## config.mk

```make
export PLATFORM = sky130hd
export DESIGN_NAME = scan_mux_n
export DESIGN_NICKNAME = d
export VERILOG_FILES = /design/src/rtl/scan_mux_pkg.sv /design/src/rtl/mux_n_comb.sv /design/src/rtl/scan_mux_n.sv
export SDC_FILE = /design/constraint.sdc
export NUM_CORES = 1
export LEC_CHECK = 0
export CAP_MARGIN = 20
export CORE_AREA = 4 4 41 43
export CTS_CLUSTER_SIZE = 16
export DETAILED_ROUTE_END_ITERATION = 7
export DIE_AREA = 0 0 45 47
export GPL_ROUTABILITY_DRIVEN = 1
export PLACE_DENSITY_LB_ADDON = 0.12
export SLEW_MARGIN = 20
export SYNTH_ARGS = -nofsm -noshare
export SYNTH_HDL_FRONTEND = slang
export SYNTH_HIERARCHICAL = 1
export SYNTH_SLANG_ARGS = --single-unit
```

## constraint.sdc

```tcl
create_clock -name clk -period 2.9 [get_ports clk]
set_clock_uncertainty 0.2 [all_clocks]
set_input_delay 0.725 -clock clk [delete_from_list [all_inputs] [get_ports clk]]
set_output_delay 0.725 -clock clk [all_outputs]
set_load 0.005 [all_outputs]
```

## src/rtl/scan_mux_pkg.sv

```systemverilog
// Shared types and constants for the scan_mux_n block.
package scan_mux_pkg;

    typedef enum logic [1:0] {
        IDLE   = 2'd0,
        MANUAL = 2'd1,
        SCAN   = 2'd2
    } state_t;

    localparam logic MODE_MANUAL = 1'b0;
    localparam logic MODE_SCAN   = 1'b1;

endpackage

```

## src/rtl/mux_n_comb.sv

```systemverilog
// Purely combinational NCH:1 selector of WIDTH-bit slices from a flattened bus.
module mux_n_comb #(
    parameter  int WIDTH = 1,
    parameter  int NCH   = 4,
    localparam int SELW  = $clog2(NCH)
) (
    input  logic [NCH*WIDTH-1:0] d,
    input  logic [SELW-1:0]      sel,
    output logic [WIDTH-1:0]     out
);

    always_comb begin
        out = '0;
        for (int k = 0; k < NCH; k++) begin
            if (sel == SELW'(k)) out = d[k*WIDTH +: WIDTH];
        end
    end

endmodule

```

## src/rtl/scan_mux_n.sv

```systemverilog
// N-channel registered mux with manual/scan select and a valid/ready output stage.
// Optional SCAN_MUX_PARITY_EN adds y_par, the registered parity of the selected channel.
module scan_mux_n
    import scan_mux_pkg::*;
#(
    parameter  int WIDTH = 1,
    parameter  int NCH   = 4,
    localparam int SELW  = $clog2(NCH)
) (
    input  logic                 clk,
    input  logic                 rst,
    input  logic [NCH*WIDTH-1:0] d,
    input  logic                 en,
    input  logic                 mode,
    input  logic                 load,
    input  logic [SELW-1:0]      s_in,
    input  logic                 hold,
    output logic [WIDTH-1:0]     y,
    output logic [SELW-1:0]      y_ch,
    output logic                 y_valid,
    input  logic                 y_ready,
`ifdef SCAN_MUX_PARITY_EN
    output logic                 y_par,
`endif
    output logic                 wrap
);

    state_t           state_q, state_d;
    logic [SELW-1:0]  sel_q, sel_d;
    logic [WIDTH-1:0] y_q, mux_y;
    logic [SELW-1:0]  y_ch_q;
    logic             y_valid_q, wrap_q;
    logic             slot_free, capture;

    assign slot_free = !y_valid_q || y_ready;
    // Capture decision uses the registered state, not the one being entered.
    assign capture   = (state_q != IDLE) && slot_free;

    always_comb begin
        state_d = IDLE;
        if (en) state_d = (mode == MODE_SCAN) ? SCAN : MANUAL;
    end

    always_comb begin
        sel_d = sel_q;
        if (load)
            sel_d = s_in;
        else if (state_q == SCAN && capture && !hold)
            sel_d = SELW'(sel_q + 1'b1);
    end

    mux_n_comb #(.WIDTH(WIDTH), .NCH(NCH)) u_mux_y (
        .d   (d),
        .sel (sel_q),
        .out (mux_y)
    );

`ifdef SCAN_MUX_PARITY_EN
    logic [NCH-1:0] par_vec;
    logic           mux_par, par_q;

    for (genvar k = 0; k < NCH; k++) begin : g_par
        assign par_vec[k] = ^d[k*WIDTH +: WIDTH];
    end

    mux_n_comb #(.WIDTH(1), .NCH(NCH)) u_mux_par (
        .d   (par_vec),
        .sel (sel_q),
        .out (mux_par)
    );

    always_ff @(posedge clk) begin
        if (rst)          par_q <= 1'b0;
        else if (capture) par_q <= mux_par;
    end

    assign y_par = par_q;
`endif

    always_ff @(posedge clk) begin
        if (rst) begin
            state_q   <= IDLE;
            sel_q     <= '0;
            y_q       <= '0;
            y_ch_q    <= '0;
            y_valid_q <= 1'b0;
            wrap_q    <= 1'b0;
        end else begin
            state_q <= state_d;
            sel_q   <= sel_d;
            if (capture) begin
                y_q       <= mux_y;
                y_ch_q    <= sel_q;
                y_valid_q <= 1'b1;
                wrap_q    <= (state_q == SCAN) && (sel_q == SELW'(NCH-1));
            end else if (y_valid_q && y_ready) begin
                // Only reachable in IDLE: the beat drains with nothing behind it.
                y_valid_q <= 1'b0;
                wrap_q    <= 1'b0;
            end
        end
    end

    assign y       = y_q;
    assign y_ch    = y_ch_q;
    assign y_valid = y_valid_q;
    assign wrap    = wrap_q;

endmodule

```

==> Word-level counts from Yosys, hierarchy flattened <==
Cells that the tools add are included.
{ "totals": {"register_bits": 9, "latchBits": 0, "mem_bits_rw": 0, "mem_bits_ro": 0, "in_bits": 13, "out_inout_bits": 5, "memories": 0} }
{ "classes": {"add_sub_neg": 1, "multipliers": 0, "n_div": 0, "n_lt_le_gt_ge": 0, "eq_ne": 4, "shift": 0, "muxes": 10, "bitwise_logic": 1, "reduce_logical": 13} }
{ "ops": {"columns": ["op", "count"], "rows": [
  ["$mux 1", 7],
  ["$eq 2x2->1 const B", 3],
  ["$mux 2", 3],
  ["$reduce_bool 2->1", 3],
  ["$logic_and 1x1->1", 5],
  ["$add 2x1->2 const B", 1],
  ["$eq 2x1->1 const B", 1],
  ["$logic_not 1->1", 2],
  ["$logic_not 2->1", 1],
  ["$reduce_or 2->1", 1],
  ["$logic_or 1x1->1", 1],
  ["$not 1->1", 1]
]} }

==> Depth between registers and ports, before layout <==
{ "logic_depth": {"word_depth": 7, "depth_mapped": 3, "mapped_depth_nobuf": 3} }

==> Hierarchy <==
The synthesis kept the hierarchy.
{ "by_module_without_submodules": {"columns": ["mod", "instances", "cells_each", "area_each_um2", "seq_area_each_um2"], "rows": [
  ["scan_mux_n", 1, 43, 390.4, 180.2],
  ["mux_n_comb", 1, 1, 22.5, 0.0]
]} }

==> Worst setup path after synthesis <==
OpenSTA, ideal clock, no wires.
{ "synth_timing": {"path_type": "input to register", "start": "input port hold", "end": "register sel_q[0]", "setup_time_ns": 0.091, "arrival_time_ns": 1.439, "slack_ns": 1.170, "path_stages": 2, "n_path_buf": 0, "cell_sequence": "or4_1 > a311oi_1"} }
{ "synth_between": {"elab_chain_cells": 3} }
{ "synth_rtl": {"columns": ["item", "line", "rtl"], "rows": [
  ["from (decl)", "scan_mux_n.sv:17", "input logic hold,"],
  ["$logic_not 1->1", "scan_mux_n.sv:48", "else if (state_q == SCAN && capture && !hold)"],
  ["$logic_and 1x1->1", "scan_mux_n.sv:48", null],
  ["$reduce_bool 2->1 (no line)", null, null],
  ["to (signal assigned)", "scan_mux_n.sv:90", "sel_q <= sel_d;"],
  ["to (decl)", "scan_mux_n.sv:29", "logic [SELW-1:0] sel_q, sel_d;"]
]} }
Every way passes these cells.
A chain may end at the register's enable or synchronous reset.

==> Final worst setup path <==
{ "layout_timing": {"start": "register y_valid_q, in the netlist y_valid", "end": "output port y_valid"} }
{ "layout_rtl": {"columns": ["item", "line", "rtl"], "rows": [
  ["from (decl)", "scan_mux_n.sv:32", "logic y_valid_q, wrap_q;"],
  ["from (signal assigned)", "scan_mux_n.sv:86", "y_valid_q <= 1'b0;"],
  ["from (signal assigned)", "scan_mux_n.sv:94", "y_valid_q <= 1'b1;"],
  ["from (signal assigned)", "scan_mux_n.sv:98", "y_valid_q <= 1'b0;"],
  ["to (decl)", "scan_mux_n.sv:20", "output logic y_valid,"]
]} }
No word-level cell between the ends.

==> run metrics <==
Worst slew margin=78.23%; fmax=484.8 MHz; Power Density=441.9 nW/µm²; CP bufs+invs=1; final WL=906 µm; largest net degree at the start of global routing=10; Resized cells post-CTS=0; initial antenna violation count=0; Sequential Power Share=49.1%; final core utilization=a little under half; YS warnings=6; Yosys reg bits=9; most common cell after layout, fill and taps aside=clkdlybuf4s50_1; fraction of layout cells with a size suffix above 1=9.375%; RSZ-0062 raised after global routing=false; vias in the first global route=345; worst-path maximum fanout=4; nets@finish=79; Min Hold Slack=276.9 ps; synthesized cell area=412.9 µm²; Routed Antenna Nets=0; nature of the critical path endpoint=output port; static leakage=0.2305 nW; HP Class=register to register; sum of negative setup slack=0 ps; Setup Viol. Count Final=0; WS Path Type=register to output port; Max Slew Vio Count=0; CP max-delay cell=clkdlybuf4s50_1; fin crit period=2063 ps; Port Buffers=17; overall routing resource usage=9.350%; Final Cell Area=624.3 µm²; Comb pwr share=roughly 16%; status=complete, no violations; Least-Margin Pin Slew=325.5 ps; GRT overflow=0; register area share after synthesis=43.64%; clock sink total=9; clock power share=between 30% and 40%; Post-Syn Instances=44; placed cell area=598.1 µm²; Via Count=406; DRC=0; DP HPWL=730 µm; post-synth cell types=22; Top FF cell, synth=dfxtp_1; Rows=13; Layout area overhead=51.21%; io pins=18; CTS tree=done; number of synthesized flops with an enable pin=0; die area=2115 µm²; worst path arrival time=~1100 ps; # diodes=0; CTS Hold Buffers Added=0; worst path cell trace=clkdlybuf4s50_1; first-pass GRT wire length=1386 µm; VDD IR-drop max=between 0.2 and 0.25 mV; clock slew at reported path FFs=60 ps; core area=1301 µm²; total nets after synthesis=58; WL per Instance=11.47 µm; Crit path max-delay family=buffers and inverters; Pre-Repair DR Iteration Count=4; clock root cell=clkbuf_4; final worst path period share=approximately 70%; H-tree levels=1; critical path's largest stage delay=roughly 520 ps; most frequent cells in the layout=17 x clkdlybuf4s50_1, 9 x dfxtp_1, 5 x a21oi_1; Switching Fraction=23.00%; Die X=45 µm; postcts setup bufs=0; DR iter-0 viols=15; Worst-Skew Late Latency=260 ps; Net Sw Power=0.06345 mW; WP data required=1980 ps; CTS buffer count=3; Vias/cell=5.139; GP Congestion=between 0.7 and 0.8; Max-Cap Viols=0; Async S/R FF share, synth=0%; CP Launch Type=register; DIE HEIGHT=47 µm; endpoints failing hold=0; internal power=0.2124 mW; clk buf depth=2; Syn Area/Cell=approximately 9.4 µm²; initial core utilization=31.73%
==> cells in the mapped netlist (all sizes together), types with 2 or more instances <==
master	n	share of area [%]
dfxtp	9	44
a21oi	5	6.1
nand3	4	4.8
o21ai	4	4.8
inv	3	2.7
nor2	2	1.8
nor2b	2	4.8
o31ai	2	3.6
==> power groups by stage <==
stage | Sequential, mW | Clock [mW] | Combinational [mW]
detailed placement | 0.138 | 0 | 0.0454
finish | 0.135 | 0.0955 | 0.0449
CTS | 0.136 | 0.0996 | 0.0455
floorplan | 0.137 | 0 | 0.0194
global placement | 0.138 | 0 | 0.0452
global route | 0.136 | 0.107 | 0.0497
==> final timing paths <==
kind / slack [ps] / end / start / cells after the start
max: 840 / y_valid / y_valid / 1
min: 280 / y / y / 2
max reg2reg: 1430 / sel_q[0] / y_valid / 3
min reg2reg: 280 / y / y / 2
==> through the flow <==
step / worst slack [ps] / total power [mW] / cells
finish: 837.2 / 0.2759 / 79
global placement: 597.3 / 0.1837 / 75
floorplan: 1170 / 0.1565 / 44
CTS: 824.0 / 0.2808 / 79
global route: 770.2 / 0.2933 / 79
detailed placement: 591.0 / 0.1839 / 75
==> metal layers <==
layer  global-route usage (%)  wire length, µm  up-vias  part of all wire [%]
met1                    10.78              399      185                    44
met2                    14.12              398       16                    44
li1                         -                -      205                     -
met4                    5.263                0        0                     0
met5                        0                0        -                     0
met3                    4.598              108        0                    12
==> logic make-up after synthesis <==
kind of cell             after synthesis  share of synthesized area [%]
multiplexers                           1                          5.454
flip-flops                             9                          43.64
AND/OR/NAND/NOR                       15                          23.34
buffers and inverters                  4                          3.635
adder cells (fa/ha/maj)                1                          3.030
AO/OA/AOI/OAI                         14                          20.91
==> sequential cells by signal (all words and copies together) (netlist names) <==
signal   count
y_ch         2
y            1
wrap         1
y_valid      1
state_q      2
sel_q        2
==> area by class of cell <==
type | count | area [µm²]
inverters | 3 | 11.26
flip-flops and latches | 9 | 180.2
multi-input cells | 31 | 217.7
well taps | 15 | 18.77
repair buffers | 17 | 170.2
clock buffers | 4 | 26.28
fillers | 139 | 676.9
Power figures use the tool's default switching activity.
